[src/rtl/addr_unit_scheduler.sv]
// Round-robin issue scheduler for the shared load/store address unit.
// Optional watchdog on the unit confirm is built with `define ADDR_SCHED_TIMEOUT_EN.
module addr_unit_scheduler #(
    parameter int       N_RS    = 4,
    parameter logic [3:0] ID_BASE = 4'd0,
    parameter int       TIMEOUT = 15
) (
    input  logic                  CLK,
    input  logic                  CLR,
    input  logic [N_RS-1:0]       rs_ready,
    input  logic [16*N_RS-1:0]    rs_offset,
    input  logic [16*N_RS-1:0]    rs_base,
    input  logic [16*N_RS-1:0]    rs_sdata,
    input  logic [6*N_RS-1:0]     rs_op_rd,
    output logic [N_RS-1:0]       rs_grant,
    output logic [N_RS-1:0]       rs_release,
    output logic                  au_start,
    output logic [3:0]            au_id,
    output logic [15:0]           au_dado1,
    output logic [15:0]           au_dado2,
    output logic [15:0]           au_dado3,
    output logic [5:0]            au_op_rd,
    input  logic                  au_busy,
    input  logic                  au_confirm,
    input  logic [22:0]           au_result,
    output logic                  au_finalize,
    output logic                  cdb_req,
    output logic [22:0]           cdb_data,
    input  logic                  cdb_ack,
    output logic                  sched_err
);

    // state     | meaning
    // IDLE      | waiting for a ready station while the unit is free
    // ISSUE     | start/grant pulse, command driven to the unit
    // WAIT_CONF | waiting for the unit result
    // BCAST     | result held on the CDB until acknowledged
    // DONE      | finalize/release pulse, pointer advances
    typedef enum logic [2:0] {IDLE, ISSUE, WAIT_CONF, BCAST, DONE} state_t;

    localparam int IW = (N_RS > 1) ? $clog2(N_RS) : 1;

    state_t        state, state_nx;
    logic [IW-1:0] ptr;
    logic [IW-1:0] idx;
    logic [IW-1:0] sel;
    logic          found;
    logic          launch;
    logic          timed_out;

    always_comb begin
        int c;
        c     = 0;
        sel   = '0;
        found = 1'b0;
        for (int k = 0; k < N_RS; k++) begin
            c = (int'(ptr) + k) % N_RS;
            if (!found && rs_ready[IW'(c)]) begin
                found = 1'b1;
                sel   = IW'(c);
            end
        end
    end

`ifdef ADDR_SCHED_TIMEOUT_EN
    localparam int TW = $clog2(TIMEOUT + 1);
    logic [TW-1:0] tmo_cnt;

    // Loaded while issuing so the terminal count lands after TIMEOUT waiting cycles.
    always_ff @(posedge CLK or posedge CLR) begin
        if (CLR) begin
            tmo_cnt   <= '0;
            sched_err <= 1'b0;
        end else begin
            if (state == ISSUE)
                tmo_cnt <= TW'(TIMEOUT - 1);
            else if (state == WAIT_CONF && tmo_cnt != '0)
                tmo_cnt <= tmo_cnt - 1'b1;
            if (timed_out)
                sched_err <= 1'b1;
        end
    end

    assign timed_out = (state == WAIT_CONF) && !au_confirm && (tmo_cnt == '0);
`else
    assign timed_out = 1'b0;
    assign sched_err = 1'b0;
`endif

    always_ff @(posedge CLK or posedge CLR) begin
        if (CLR) state <= IDLE;
        else     state <= state_nx;
    end

    always_comb begin
        state_nx = state;
        case (state)
            IDLE:      if (found && !au_busy) state_nx = ISSUE;
            ISSUE:     state_nx = WAIT_CONF;
            WAIT_CONF: begin
                if (au_confirm)     state_nx = BCAST;
                else if (timed_out) state_nx = DONE;
            end
            BCAST:     if (cdb_ack && cdb_req) state_nx = DONE;
            DONE:      state_nx = IDLE;
            default:   state_nx = IDLE;
        endcase
    end

    assign launch = (state == IDLE) && (state_nx == ISSUE);

    always_ff @(posedge CLK or posedge CLR) begin
        if (CLR) begin
            ptr         <= '0;
            idx         <= '0;
            au_start    <= 1'b0;
            rs_grant    <= '0;
            rs_release  <= '0;
            au_id       <= '0;
            au_dado1    <= '0;
            au_dado2    <= '0;
            au_dado3    <= '0;
            au_op_rd    <= '0;
            au_finalize <= 1'b0;
            cdb_req     <= 1'b0;
            cdb_data    <= '0;
        end else begin
            au_start    <= launch;
            rs_grant    <= launch ? (N_RS'(1) << sel) : '0;
            cdb_req     <= (state_nx == BCAST);
            au_finalize <= (state_nx == DONE);
            rs_release  <= (state_nx == DONE) ? (N_RS'(1) << idx) : '0;
            // Operand registers double as the command outputs and hold until the next launch.
            if (launch) begin
                idx      <= sel;
                au_id    <= ID_BASE + 4'(sel);
                au_dado1 <= rs_offset[16*sel +: 16];
                au_dado2 <= rs_base[16*sel +: 16];
                au_dado3 <= rs_sdata[16*sel +: 16];
                au_op_rd <= rs_op_rd[6*sel +: 6];
            end
            if (state == WAIT_CONF && au_confirm)
                cdb_data <= au_result;
            if (state == DONE)
                ptr <= (idx == IW'(N_RS - 1)) ? '0 : idx + IW'(1);
        end
    end

endmodule

[config.mk]
export PLATFORM = sky130hd
export DESIGN_NAME = addr_unit_scheduler
export DESIGN_NICKNAME = d
export VERILOG_FILES = /design/src/rtl/addr_unit_scheduler.sv
export SDC_FILE = /design/constraint.sdc
export NUM_CORES = 1
export LEC_CHECK = 0
export BUFFER_PORTS_ARGS = -buffer_cell sky130_fd_sc_hd__buf_2
export CORE_AREA = 4 4 131 133
export CTS_BUF_LIST = sky130_fd_sc_hd__clkbuf_16
export DETAILED_ROUTE_END_ITERATION = 12
export DIE_AREA = 0 0 135 137
export PLACE_DENSITY = 0.66
export SYNTH_ARGS = -nofsm -noshare
export SYNTH_HDL_FRONTEND = slang
export SYNTH_SLANG_ARGS = --single-unit
export TNS_END_PERCENT = 20
[constraint.sdc]
create_clock -name CLK -period 2.8 [get_ports CLK]
set_input_delay 0.42 -clock CLK [delete_from_list [all_inputs] [get_ports CLK]]
set_output_delay 0.42 -clock CLK [all_outputs]
set_load 0.1 [all_outputs]
# == Yosys cells after proc, flatten, opt, wreduce, memory -nomap -nowiden ==
# Index checks and enable logic that the tools add are counted.
# classes
order_cmp,4
mul,1
shift,6
n_eq_ne,8
n_addsub,4
n_mux,27
n_reduce_logical,12
# ops
op,n
64-bit by 7-bit indexed part select with 16-bit output,3
24-bit by 6-bit indexed part select with 6-bit output,1
"2-bit by 4-bit < comparator with 1-bit output, second input constant",4
1-bit 2-to-1 mux,12
3-bit case mux with 4 select lines,1
2-bit 2-to-1 mux,5
"3-bit by 2-bit == test with 1-bit output, second input constant",3
3-bit 2-to-1 mux,3
1-bit binary-select mux with 2-bit select,4
4-bit 2-to-1 mux,2
"1-bit by 2-bit << shifter with 4-bit output, first input constant",2
1-bit logical AND,7
"3-bit by 1-bit == test with 1-bit output, second input constant",2
"3-bit == test, second input constant",2
"2-bit by 1-bit adder with 2-bit output, second input constant",2
"2-bit adder, second input constant",2
1-bit zero test,4
"2-bit by 2-bit multiplier with 4-bit output, first input constant",1
3-bit zero test,1
"2-bit == test, second input constant",1
# word_totals
inputBits,248
reg_bits,95
word_cells,75

# == Logic depth before layout (Yosys ltp) ==
# logic_depth
depth_word,19
ltp_mapped,9

# == Least setup slack after synthesis ==
# Ideal clock, no wire load.
# synth_path
path_type,register -> register
start,register idx[0]
end,register ptr[1]
arrival_ns,1.676
stages_incl_launch_ff,4
required_ns,2.675
setup_time_ns,0.125
setup_slack_ns,0.999
path_buffers,0
cell_sequence,dfrtp_1 -> inv_1 -> ha_1 -> mux2_2
# synth_between
elab_chain_cells,2
elab_cells_between_ends,3
cone_classes,1 x add/sub; 1 x eq/ne; 1 x mux
# synth_lines
element,line,source
from (decl),45,logic [IW-1:0] idx;
from (signal assigned),135,idx <= sel;
2-bit by 1-bit adder with 2-bit output / 2-bit == test (equally long branches),145,ptr <= (idx == IW'(N_RS - 1)) ? '0 : idx + IW'(1);
2-bit 2-to-1 mux *,145,
to (signal assigned),145,
to (decl),44,logic [IW-1:0] ptr;
# Mark *: on every way between the ends. The rest lies on a longest branch, timed or not.
# A chain may end at the register's enable or synchronous reset.

# == Worst setup path in the final report ==
# layout_path
start,register ptr[1]
end,register au_dado1[8]
# layout_between
elab_chain_cells,18
elab_cells_between_ends,35
cone_classes,3 x add/sub; 1 x eq/ne; 1 x shift; 22 x mux; 8 x reduce/logical
# layout_lines
element,line,source
branches (longest 18 deep; another with 2-bit by 1-bit adder with 2-bit output),n/a,
to (signal assigned),137,au_dado1 <= rs_offset[16*sel +: 16];
to (decl),19,"output logic [15:0] au_dado1,"
# Parallel ways; which one is timed is not known. The select of a mux whose other input is x is not followed.

==> flow_metrics.env <==
export IMPL_run_status="complete, no violations"
export IMPL_drive_above_1_share_pct=49.9
export IMPL_syn_inst=512
export IMPL_area_delta_synth_final_pct=42.0
export IMPL_multi_input_area_um2=2340
export IMPL_clock_latency_ns=0.35
export IMPL_r2r_cells=6
export IMPL_grt_pass1_vias=5285
export IMPL_slew_viol_final=0
export IMPL_crit_slowest_cell="dfrtp_1"
export IMPL_async_flop_share_pct=100
export IMPL_start_util_pct=31.8
export IMPL_ff2ff_setup_slack_ns=0.61
export IMPL_overflow=0
export IMPL_first_pass_iters=4
export IMPL_cts_buffers=9
export IMPL_cp_endpoint="au_dado1[8]"
export IMPL_via_count=5398
export IMPL_die_width_um=135
export IMPL_cap_violations=0
export IMPL_fin_crit_ns=2.19
export IMPL_place_gp_congestion=0.840
export IMPL_r2r_end="au_dado1[8]"
export IMPL_ant_nets=0
export IMPL_finalSetupTns_ns=0
export IMPL_power_static_leakage_nw=3.38
export IMPL_grt_max_degree=96
export IMPL_path_clk_slew_ns=0.07
export IMPL_setup_ws_ns=0.611
export IMPL_cts_max_level=3
export IMPL_hold_path_class="in2async"
export IMPL_synth_flop_cell="dfrtp_1"
export IMPL_drc_errors=0
export IMPL_fin_skew_ns=0.00978
export IMPL_crit_type="reg2reg"
export IMPL_register_area_um2=2380
export IMPL_die_y_um=137
export IMPL_io_pins=341
export IMPL_netlist_top_cells_area="dfrtp_1, nand3_1, a221oi_1"
export IMPL_fin_crit_sh_pct=78.2
export IMPL_synth_edf_count=0
export IMPL_rows=46
export IMPL_synth_top_area_share_pct=47.3
export IMPL_post_cts_buffers=0
export IMPL_ctsResizeCount=0
export IMPL_die_area_um2=18500
export IMPL_path_cells="nand2b_1 -> a21oi_1 -> or3_2 -> buf_4 -> nand3_1 -> a31oi_1"
export IMPL_worst_ir_drop_vdd_mv=0.990
export IMPL_relSlewSlack_pct=56.5
export IMPL_clock_sinks=95
export IMPL_drt_first_iter_violations=262
export IMPL_routed_wl_um=18500
export IMPL_worstPathRequired_ns=3.05
export IMPL_cp_depth=6
export IMPL_nets=1074
export IMPL_layout_common_cells="buf_2, nand3_1, dfrtp_1"
export IMPL_max_freq_mhz=457
export IMPL_cp_end_kind="flip-flop"
export IMPL_cp_arrival_ns=2.44
export IMPL_yosysSeqAreaShare_pct=47.3
export IMPL_core_area_um2=15800
export IMPL_ys_types=35
export IMPL_cts_hold_buf=0
export IMPL_critPathLaunchType="flip-flop"
export IMPL_avgSynthCellArea_um2=9.82
export IMPL_setup_worst_path_start="ptr[1]"
export IMPL_hpwl_um=13700
export IMPL_cts_buffer_depth=2
export IMPL_synth_seq_cells=95
export IMPL_antenna_found_initial=1
export IMPL_track_usage_pct=19.1
export IMPL_hold_viol_final=0
export IMPL_tritoncts="built"
export IMPL_yosys_warnings=0
export IMPL_yosys_area_top_type="dfrtp_1"
export IMPL_setup_viol=0
export IMPL_critPathTopFamily="simple AND/OR/NAND/NOR gates"
export IMPL_portBuffers=337
export IMPL_filler_cell_count=1542
export IMPL_place_ws_ns=0.615
export IMPL_cp_num_buf_inv=1
export IMPL_grt_pass1_wl_um=27600
export IMPL_p_total_w=0.0109
export IMPL_cp_max_fo=56
export IMPL_powerDensity_nw_per_um2=1530
export IMPL_r2r_start="ptr[1]"
export IMPL_wl_per_cell_um=17.8
export IMPL_root_buffer="clkbuf_16"
export IMPL_final_common_cell="buf_2"
export IMPL_slowest_delay_ns=0.53
export IMPL_synth_area_um2=5030
export IMPL_worst_pin_slew_ns=0.653
export IMPL_rsz0062_at_grt="no"
export IMPL_routed_via_density=5.17
==> final cells by class <==
| type | instances | share of cell area (%) |
|---|---|---|
| clock buffers | 9 | 3.15 |
| inverters | 6 | 0.368 |
| repair buffers | 351 | 25.8 |
| diodes | 1 | 0.0350 |
| clock inverters | 7 | 0.876 |
| well taps | 216 | 3.78 |
| multi-input cells | 359 | 32.7 |
| flip-flops and latches | 95 | 33.3 |
==> kinds of logic after synthesis <==
| logic type | count (synthesis) | share of synthesized area, % |
|---|---|---|
| AND/OR/NAND/NOR | 200 | 19.0 |
| AO/OA/AOI/OAI | 127 | 20.1 |
| flip-flops | 95 | 47.3 |
| buffers and inverters | 60 | 6.94 |
| multiplexers | 25 | 5.57 |
| adder cells (fa/ha/maj) | 4 | 0.995 |
| other | 1 | 0.0746 |
==> power breakdown <==
part           total, W  switching, W  internal [W]
Sequential      0.00237      0.000361       0.00201
Combinational   0.00733       0.00604       0.00129
Clock           0.00121      0.000590      0.000624
Total            0.0109       0.00699       0.00392
==> stage by stage <==
stage,util [%],instance area [µm²],hold slack (ns),instances
6_report,45.1,7140,0.207,1044
5_1_grt,45.1,7140,0.257,1044
4_1_cts,45.1,7140,0.223,1043
3_5_place_dp,43.3,6850,0.469,1027
3_3_place_gp,43.3,6850,0.466,1027
2_1_floorplan,-,5040,0.446,514
==> registers in the layout (all words and copies together) (netlist names) <==
name and cells:
rs_grant 4, ptr 2, au_dado3 16, au_dado1 16, state 3, idx 2
au_op_rd 6, cdb_req 1, au_finalize 1, rs_release 4, au_start 1, cdb_data 23
au_dado2 16
==> worst register-to-register path, cell delays in order, from the launching register on <==
cell and delay, ns:
dfrtp_1 0.53, nand2b_1 0.22, a21oi_1 0.26, or3_2 0.17
buf_4 0.51, nand3_1 0.20, a31oi_1 0.20
==> synth_stat cells (2+ instances only) <==
cell / number
mux2_2: 24
dfrtp_1: 95
inv_1: 5
nor2b_1: 2
nand2_1: 6
a221oi_2: 10
nand2b_1: 3
a21oi_1: 5
o21ai_0: 7
a221oi_1: 44
nor3_1: 2
buf_2: 33
nor2_1: 65
and2_1: 6
nand3_1: 110
ha_1: 4
buf_4: 8
a31oi_1: 55
clkbuf_1: 6
buf_6: 7
==> worst min-delay path by stage <==
| stage | end | depth (start not counted) |
|---|---|---|
| floorplan | state[1] | 1 |
| global placement | state[1] | 1 |
| detailed placement | state[1] | 1 |
| CTS | cdb_data[3] | 3 |
| global route | cdb_data[6] | 3 |
| finish | cdb_data[3] | 3 |
==> per-layer routing <==
layer  vias to the layer above  part of all wire (%)  track usage (%)  wire length, µm
met3                        11                    10             5.40             1870
li1                       2560                     -                -                -
met1                      2550                    39             23.3             7240
met5                         -                     0                0                0
met2                       277                    50             33.0             9230
met4                         0                   1.1             5.66              197
Power figures use the tool's default switching activity.
